[src/rtl/exact_matcher_nway_pkg.sv]
// Shared definitions for the N-way exact-match lookup: FSM states and the key fold.
package exact_matcher_nway_pkg;

    typedef enum logic [2:0] {
        ST_FREE,
        ST_LOAD_KEY,
        ST_HASH,
        ST_LOAD_ENTRY,
        ST_DONE
    } state_t;

    localparam int unsigned FOLD_IN_W = 64;

    function automatic logic [31:0] fold64(input logic [FOLD_IN_W-1:0] k);
        return k[63:32] ^ k[31:0];
    endfunction

endpackage

[src/rtl/exact_matcher_nway_hash.sv]
// matcher_hash: folds the key into a bucket index; ready follows start by one cycle.
module matcher_hash
    import exact_matcher_nway_pkg::*;
#(
    parameter int unsigned KEY_W = 64,
    parameter int unsigned IDX_W = 4
) (
    input  logic             clk,
    input  logic             rst_n,
    input  logic             start_i,
    input  logic [KEY_W-1:0] key_i,
    output logic             ready_o,
    output logic [IDX_W-1:0] idx_o
);

    localparam int unsigned PAD_W = (KEY_W < FOLD_IN_W) ? FOLD_IN_W : KEY_W;

    logic [PAD_W-1:0] w_key_pad;
    logic             r_ready;
    logic [IDX_W-1:0] r_idx;

    // Narrow keys are zero-extended so the upper fold half is zero.
    assign w_key_pad = PAD_W'(key_i);

    always_ff @(posedge clk) begin
        if (!rst_n) begin
            r_ready <= 1'b0;
            r_idx   <= '0;
        end else begin
            r_ready <= start_i;
            if (start_i) begin
                r_idx <= IDX_W'(fold64(w_key_pad[FOLD_IN_W-1:0]));
            end
        end
    end

    assign ready_o = r_ready;
    assign idx_o   = r_idx;

endmodule

[src/rtl/exact_matcher_nway.sv]
// N-way exact-match lookup: key fetch, hash, bucket scan over pipelined byte memory.
// Optional MATCHER_STATS_EN adds saturating hit/miss counters.
module exact_matcher_nway
    import exact_matcher_nway_pkg::*;
#(
    parameter  int unsigned ADDR_W        = 32,
    parameter  int unsigned MAX_KEY_BYTES = 8,
    parameter  int unsigned WAYS          = 4,
    parameter  int unsigned IDX_W         = 4,
    localparam int unsigned WAY_W         = (WAYS > 1) ? $clog2(WAYS) : 1
) (
    input  logic              clk,
    input  logic              rst_n,
    input  logic              start_i,
    input  logic [ADDR_W-1:0] cfg_hdr_base_i,
    input  logic [7:0]        cfg_key_off_i,
    input  logic [3:0]        cfg_key_len_i,
    input  logic [15:0]       cfg_entry_len_i,
    input  logic [ADDR_W-1:0] cfg_tab_base_i,
    output logic              mem_ce_o,
    output logic [ADDR_W-1:0] mem_addr_o,
    input  logic [7:0]        mem_data_i,
    output logic              ready_o,
    output logic              hit_o,
    output logic              err_o,
    output logic [WAY_W-1:0]  way_o,
    output logic [ADDR_W-1:0] val_addr_o
`ifdef MATCHER_STATS_EN
    ,
    output logic [31:0]       hit_cnt_o,
    output logic [31:0]       miss_cnt_o
`endif
);

    localparam int unsigned KEY_W = MAX_KEY_BYTES * 8;
    localparam int unsigned KB_W  = (MAX_KEY_BYTES > 1) ? $clog2(MAX_KEY_BYTES) : 1;

    state_t            r_state;
    state_t            w_state_nxt;

    logic [ADDR_W-1:0] r_key_addr;
    logic [3:0]        r_key_len;
    logic [15:0]       r_entry_len;
    logic [ADDR_W-1:0] r_tab_base;
    logic [ADDR_W-1:0] r_ebase;
    logic [4:0]        r_iss;
    logic [4:0]        r_cap;
    logic              r_pend;
    logic              r_match;
    logic              r_hash_start;
    logic [WAY_W-1:0]  r_way;
    logic [7:0]        r_key_b [MAX_KEY_BYTES];

    logic              r_ready;
    logic              r_hit;
    logic              r_err;
    logic [WAY_W-1:0]  r_way_out;
    logic [ADDR_W-1:0] r_val_addr;

    logic [KEY_W-1:0]  w_key;
    logic              w_len_ok;
    logic              w_ce;
    logic [ADDR_W-1:0] w_addr;
    logic              w_hash_ready;
    logic [IDX_W-1:0]  w_hash_idx;
    logic [ADDR_W-1:0] w_bucket;
    logic [4:0]        w_len5;
    logic              w_key_last;
    logic              w_ent_last;
    logic              w_byte_eq;
    logic              w_ent_match;
    logic              w_last_way;
    logic              w_done_hit;
    logic              w_done_miss;

    assign w_len_ok = (cfg_key_len_i != 4'd0) && (32'(cfg_key_len_i) <= MAX_KEY_BYTES);
    assign w_len5   = {1'b0, r_key_len};

    // Byte 0 of the key is the most significant byte of the packed register.
    always_comb begin
        w_key = '0;
        for (int unsigned b = 0; b < MAX_KEY_BYTES; b++) begin
            w_key[(MAX_KEY_BYTES-1-b)*8 +: 8] = r_key_b[b];
        end
    end

    matcher_hash #(
        .KEY_W (KEY_W),
        .IDX_W (IDX_W)
    ) u_hash (
        .clk     (clk),
        .rst_n   (rst_n),
        .start_i (r_hash_start),
        .key_i   (w_key),
        .ready_o (w_hash_ready),
        .idx_o   (w_hash_idx)
    );

    assign w_bucket = r_tab_base
                    + ADDR_W'(w_hash_idx) * ADDR_W'(WAYS) * ADDR_W'(r_entry_len);

    // Captures trail issues by one cycle; capture 0 of an entry is its valid byte.
    assign w_key_last  = r_pend && (r_cap == (w_len5 - 5'd1));
    assign w_ent_last  = r_pend && (r_cap == w_len5);
    assign w_byte_eq   = (mem_data_i == r_key_b[KB_W'(r_cap - 5'd1)]);
    assign w_ent_match = r_match && w_byte_eq;
    assign w_last_way  = (r_way == WAY_W'(WAYS - 1));
    assign w_done_hit  = (r_state == ST_LOAD_ENTRY) && w_ent_last && w_ent_match;
    assign w_done_miss = (r_state == ST_LOAD_ENTRY) && w_ent_last && !w_ent_match && w_last_way;

    always_ff @(posedge clk) begin
        if (!rst_n) begin
            r_state <= ST_FREE;
        end else begin
            r_state <= w_state_nxt;
        end
    end

    always_comb begin
        w_state_nxt = r_state;
        w_ce        = 1'b0;
        w_addr      = '0;
        case (r_state)
            ST_FREE: begin
                if (start_i) begin
                    w_state_nxt = w_len_ok ? ST_LOAD_KEY : ST_DONE;
                end
            end
            ST_LOAD_KEY: begin
                if (r_iss < w_len5) begin
                    w_ce   = 1'b1;
                    w_addr = r_key_addr + ADDR_W'(r_iss);
                end
                if (w_key_last) begin
                    w_state_nxt = ST_HASH;
                end
            end
            ST_HASH: begin
                if (w_hash_ready) begin
                    w_state_nxt = ST_LOAD_ENTRY;
                end
            end
            ST_LOAD_ENTRY: begin
                if (r_iss <= w_len5) begin
                    w_ce   = 1'b1;
                    w_addr = r_ebase + ADDR_W'(r_iss);
                end
                if (w_done_hit || w_done_miss) begin
                    w_state_nxt = ST_DONE;
                end
            end
            ST_DONE: begin
                if (!start_i) begin
                    w_state_nxt = ST_FREE;
                end
            end
            default: w_state_nxt = ST_FREE;
        endcase
    end

    always_ff @(posedge clk) begin
        if (!rst_n) begin
            r_key_addr   <= '0;
            r_key_len    <= '0;
            r_entry_len  <= '0;
            r_tab_base   <= '0;
            r_ebase      <= '0;
            r_iss        <= '0;
            r_cap        <= '0;
            r_pend       <= 1'b0;
            r_match      <= 1'b0;
            r_hash_start <= 1'b0;
            r_way        <= '0;
            r_key_b      <= '{default: '0};
            r_ready      <= 1'b0;
            r_hit        <= 1'b0;
            r_err        <= 1'b0;
            r_way_out    <= '0;
            r_val_addr   <= '0;
        end else begin
            r_pend       <= w_ce;
            r_hash_start <= 1'b0;
            case (r_state)
                ST_FREE: begin
                    if (start_i) begin
                        r_ready     <= !w_len_ok;
                        r_err       <= !w_len_ok;
                        r_hit       <= 1'b0;
                        r_way_out   <= '0;
                        r_val_addr  <= '0;
                        r_key_addr  <= cfg_hdr_base_i + ADDR_W'(cfg_key_off_i);
                        r_key_len   <= cfg_key_len_i;
                        r_entry_len <= cfg_entry_len_i;
                        r_tab_base  <= cfg_tab_base_i;
                        r_key_b     <= '{default: '0};
                        r_iss       <= '0;
                        r_cap       <= '0;
                    end
                end
                ST_LOAD_KEY: begin
                    if (w_ce) begin
                        r_iss <= r_iss + 5'd1;
                    end
                    if (r_pend) begin
                        r_key_b[KB_W'(r_cap)] <= mem_data_i;
                        r_cap                 <= r_cap + 5'd1;
                    end
                    if (w_key_last) begin
                        r_hash_start <= 1'b1;
                    end
                end
                ST_HASH: begin
                    if (w_hash_ready) begin
                        r_ebase <= w_bucket;
                        r_way   <= '0;
                        r_iss   <= '0;
                        r_cap   <= '0;
                    end
                end
                ST_LOAD_ENTRY: begin
                    if (w_ce) begin
                        r_iss <= r_iss + 5'd1;
                    end
                    if (r_pend) begin
                        r_cap   <= r_cap + 5'd1;
                        r_match <= (r_cap == 5'd0) ? mem_data_i[0] : (r_match && w_byte_eq);
                    end
                    if (w_done_hit) begin
                        r_ready    <= 1'b1;
                        r_hit      <= 1'b1;
                        r_way_out  <= r_way;
                        r_val_addr <= r_ebase + ADDR_W'(r_key_len) + ADDR_W'(1);
                    end else if (w_done_miss) begin
                        r_ready    <= 1'b1;
                        r_hit      <= 1'b0;
                        r_val_addr <= '0;
                    end else if (w_ent_last) begin
                        r_way   <= r_way + WAY_W'(1);
                        r_ebase <= r_ebase + ADDR_W'(r_entry_len);
                        r_iss   <= '0;
                        r_cap   <= '0;
                    end
                end
                default: ;
            endcase
        end
    end

`ifdef MATCHER_STATS_EN
    logic [31:0] r_hit_cnt;
    logic [31:0] r_miss_cnt;

    always_ff @(posedge clk) begin
        if (!rst_n) begin
            r_hit_cnt  <= '0;
            r_miss_cnt <= '0;
        end else begin
            if (w_done_hit && (r_hit_cnt != '1)) begin
                r_hit_cnt <= r_hit_cnt + 32'd1;
            end
            if (w_done_miss && (r_miss_cnt != '1)) begin
                r_miss_cnt <= r_miss_cnt + 32'd1;
            end
        end
    end

    assign hit_cnt_o  = r_hit_cnt;
    assign miss_cnt_o = r_miss_cnt;
`else
    // Counters absent; lookup path is identical.
`endif

    assign mem_ce_o   = w_ce;
    assign mem_addr_o = w_addr;
    assign ready_o    = r_ready;
    assign hit_o      = r_hit;
    assign err_o      = r_err;
    assign way_o      = r_way_out;
    assign val_addr_o = r_val_addr;

endmodule

[config.mk]
export PLATFORM = sky130hd
export DESIGN_NAME = exact_matcher_nway
export DESIGN_NICKNAME = d
export VERILOG_FILES = /design/src/rtl/exact_matcher_nway_pkg.sv /design/src/rtl/exact_matcher_nway_hash.sv /design/src/rtl/exact_matcher_nway.sv
export SDC_FILE = /design/constraint.sdc
export NUM_CORES = 1
export LEC_CHECK = 0
export ABC_AREA = 1
export ABC_CLOCK_PERIOD_IN_PS = 5600
export CAP_MARGIN = 10
export CORE_MARGIN = 4
export CORE_UTILIZATION = 35
export CTS_BUF_LIST = sky130_fd_sc_hd__clkbuf_4
export CTS_CLUSTER_DIAMETER = 60
export CTS_CLUSTER_SIZE = 30
export DETAILED_ROUTE_END_ITERATION = 10
export GPL_ROUTABILITY_DRIVEN = 0
export REMOVE_ABC_BUFFERS = 1
export SETUP_SLACK_MARGIN = 0.4
export SYNTH_ARGS = -nofsm -noshare
export SYNTH_HDL_FRONTEND = slang
export SYNTH_SLANG_ARGS = --single-unit
[constraint.sdc]
create_clock -name clk -period 5.6 [get_ports clk]
set_input_delay 0.56 -clock clk [delete_from_list [all_inputs] [get_ports clk]]
set_output_delay 0.56 -clock clk [all_outputs]
set_load 0.01 [all_outputs]
==> results of run 1 <==
==> synthesized netlist by cell type, drive strengths merged, types with 20 or more instances <==
library cell  count
nor2            326
buf              30
nand2           727
xnor2            27
dfxtp           240
fa               34
o21ai           224
nor3             75
ha               94
or2              20
nand4            58
clkbuf           71
xor2             61
a21oi           274
inv             399
nand3           183
==> worst register-to-register path: cells and delay by family (launching register included) <==
family,cells,cell delay (ns)
flops,1,0.40
fa+ha+maj,4,1.59
buf+inv,5,0.47
compound gates,8,1.05
simple gates,9,1.10
xor+xnor,1,0.17
==> where the power goes <==
part	internal (mW)	switching [mW]	leakage (nW)	total, mW
Sequential	1.93	0.282	1.96	2.21
Clock	0.393	0.759	0.229	1.15
Combinational	0.658	1.42	7.07	2.07
Total	2.98	2.46	9.26	5.44
==> per-layer routing <==
layer  vias to the layer above  global-route usage (%)  share of wire [%]  wire [um]
met3                       115                    2.81                5.6       3610
met5                         -                       0                  0          0
met4                         0                    6.56                3.1       1970
met1                      9053                    31.2                 47      30400
li1                       9929                       -                  -          -
met2                       603                    34.4                 44      28400
==> final cells by class <==
class	count	share of cell area [%]
clock inverter	23	1.07
antenna	1	0.0115
sequential	240	22.3
clock buffer	29	1.00
multi-input combinational	2219	55.6
tap	680	3.93
inverter	400	6.96
timing repair buffer	207	9.20
==> cell families after synthesis <==
| group | after synthesis | synth area share [%] |
|---|---|---|
| compound gates | 581 | 16.9 |
| buf+inv | 501 | 10.5 |
| fa+ha+maj | 128 | 10.0 |
| xor+xnor | 88 | 4.21 |
| flops | 240 | 26.0 |
| mux | 2 | 0.115 |
| simple gates | 1420 | 32.3 |
==> state kept, by name, summed over array words and instances (netlist names), 2 cells and up <==
name          count
r_cap             5
r_ebase          32
r_entry_len      16
r_iss             5
r_key_addr       32
r_key_b          64
r_key_len         4
r_state           3
r_tab_base       32
r_way             2
u_hash.idx_o      4
val_addr_o       32
way_o             2
==> per-stage QoR <==
step,instance area (um^2),total power [mW],setup WS (ns)
floorplan,18100,3.43,-0.290
global placement,20800,4.28,0.367
detailed placement,20800,4.27,0.304
CTS,21300,5.45,0.398
global route,21700,5.81,0.341
finish,21700,5.44,0.696
==> what timing repair did <==
item,4_1_cts,5_1_grt
setup buffers,2,5
endpoints found under the setup margin,12,24
resized for setup,6,79
pin swaps,2,19
==> worst max-delay path by stage <==
stage	start	endpoint	depth (start not counted)
6_report	u_hash.idx_o[2]	r_ebase[24]	27
5_1_grt	u_hash.idx_o[3]	r_ebase[29]	29
4_1_cts	r_entry_len[1]	r_ebase[29]	29
3_5_place_dp	u_hash.idx_o[1]	r_ebase[31]	28
3_3_place_gp	u_hash.idx_o[2]	r_ebase[31]	28
2_1_floorplan	start_i	r_key_b[32]	9
==> flow_metrics.env, run 1 <==
export IMPL_hold_end="r_tab_base[4]"
export IMPL_synthFlopType="dfxtp_1"
export IMPL_hold_ws_ns=0.325
export IMPL_dp_cells=3739
export IMPL_htreeDepth=1
export IMPL_vdd_drop_max_mv=0.232
export IMPL_cts_made_buffers=28
export IMPL_cp_required_ns=6.30
export IMPL_fin_skew_ns=0.0390
export IMPL_cts_tree="done"
export IMPL_tightestPinTransition_ns=1.06
export IMPL_rsz0062_at_grt="true"
export IMPL_path_max_fanout=6
export IMPL_rr_worst_depth=27
export IMPL_fill_cells=5541
export IMPL_final_cells=3799
export IMPL_grt_pass1_vias=18700
export IMPL_status="finished, final reports clean"
export IMPL_slew_headroom_pct=28.9
export IMPL_start_util_pct=35.7
export IMPL_synth_top_area_share_pct=26.0
export IMPL_ys_ff_latch=240
export IMPL_final_common_cell="nand2_1"
export IMPL_critPathMaxStageDelay_ns=0.53
export IMPL_start_kind="flop"
export IMPL_synth_largest_area_cell="dfxtp_1"
export IMPL_drtIter0Drc=1925
export IMPL_die_area_um2=56500
export IMPL_hold_viol=0
export IMPL_power_density_nw_per_um2=251
export IMPL_maxCapViolations=0
export IMPL_cts_buffer_depth=3
export IMPL_die_x_um=238
export IMPL_nets=3327
export IMPL_antenna_found_initial=1
export IMPL_synth_area_leaders="dfxtp_1 26%, nand2_1 15%, inv_1 8.0%, a21oi_1 7.4%, nor2_1 6.6%"
export IMPL_r2r_setup_slack_ns=0.70
export IMPL_r2r_end="r_ebase[24]"
export IMPL_setup_viol=0
export IMPL_routed_wl_um=64400
export IMPL_critPathSlowestCell="fa_1"
export IMPL_synth_edf_count=0
export IMPL_yosys_warnings=0
export IMPL_cp_common_cell="inv_1"
export IMPL_num_vias=19700
export IMPL_drc=0
export IMPL_grt_max_degree=88
export IMPL_utilization_pct=41.8
export IMPL_area_sequential_um2=4820
export IMPL_multi_input_area_um2=12000
export IMPL_clkLatencyLatePin_ns=0.82
export IMPL_wl_per_cell_um=17.0
export IMPL_ctsHoldBuffers=0
export IMPL_cts_root_buf="clkbuf_4"
export IMPL_slew_viol_final=0
export IMPL_setup_tns_ns=0
export IMPL_cp_num_buf_inv=5
export IMPL_path_class="flop to flop"
export IMPL_grt_overflow=0
export IMPL_viasPerCell=5.19
export IMPL_core_um2=51800
export IMPL_dr_pass1_iters=5
export IMPL_clkTransAtPathRegs_ns=0.16
export IMPL_drtAntennaViolNets=0
export IMPL_drive_above_1_share_pct=5.64
export IMPL_die_h_um=238
export IMPL_hpwl_um=48800
export IMPL_cp_end_kind="flop"
export IMPL_arrival_ns=5.60
export IMPL_critPathTopFamily="adder cells"
export IMPL_io_pins=173
export IMPL_areaGrowthSynthToFinish_pct=17.2
export IMPL_hp_start="cfg_tab_base_i[4]"
export IMPL_rows=83
export IMPL_worstHoldPathCells=3
export IMPL_hp_class="input port to flop"
export IMPL_io_buffers=172
export IMPL_synth_seq_area_share_pct=26.0
export IMPL_syn_cell_area_um2=18500
export IMPL_syn_inst=2960
export IMPL_p_leak_nw=9.26
export IMPL_grt_usage_pct=21.8
export IMPL_r2r_start="u_hash.idx_o[2]"
export IMPL_grt_pass1_wl_um=102000
export IMPL_async_flop_share_pct=0
export IMPL_most_common_layout_cells="718 x nand2_1, 394 x inv_1, 319 x nor2_1"
export IMPL_syn_avg_cell_area_um2=6.24
export IMPL_synth_cell_types=51
export IMPL_cts_sinks=240
export IMPL_max_freq_mhz=204
export IMPL_period_needed_ns=4.90
export IMPL_fin_crit_sh_pct=87.6
No activity file was read; power rests on OpenSTA's default activity.
==> run 2, diff against run 1 <==
- CAP_MARGIN: 10 -> default
==> results of run 2 <==
Final layout, timing and power as in run 1 (identical DEF).
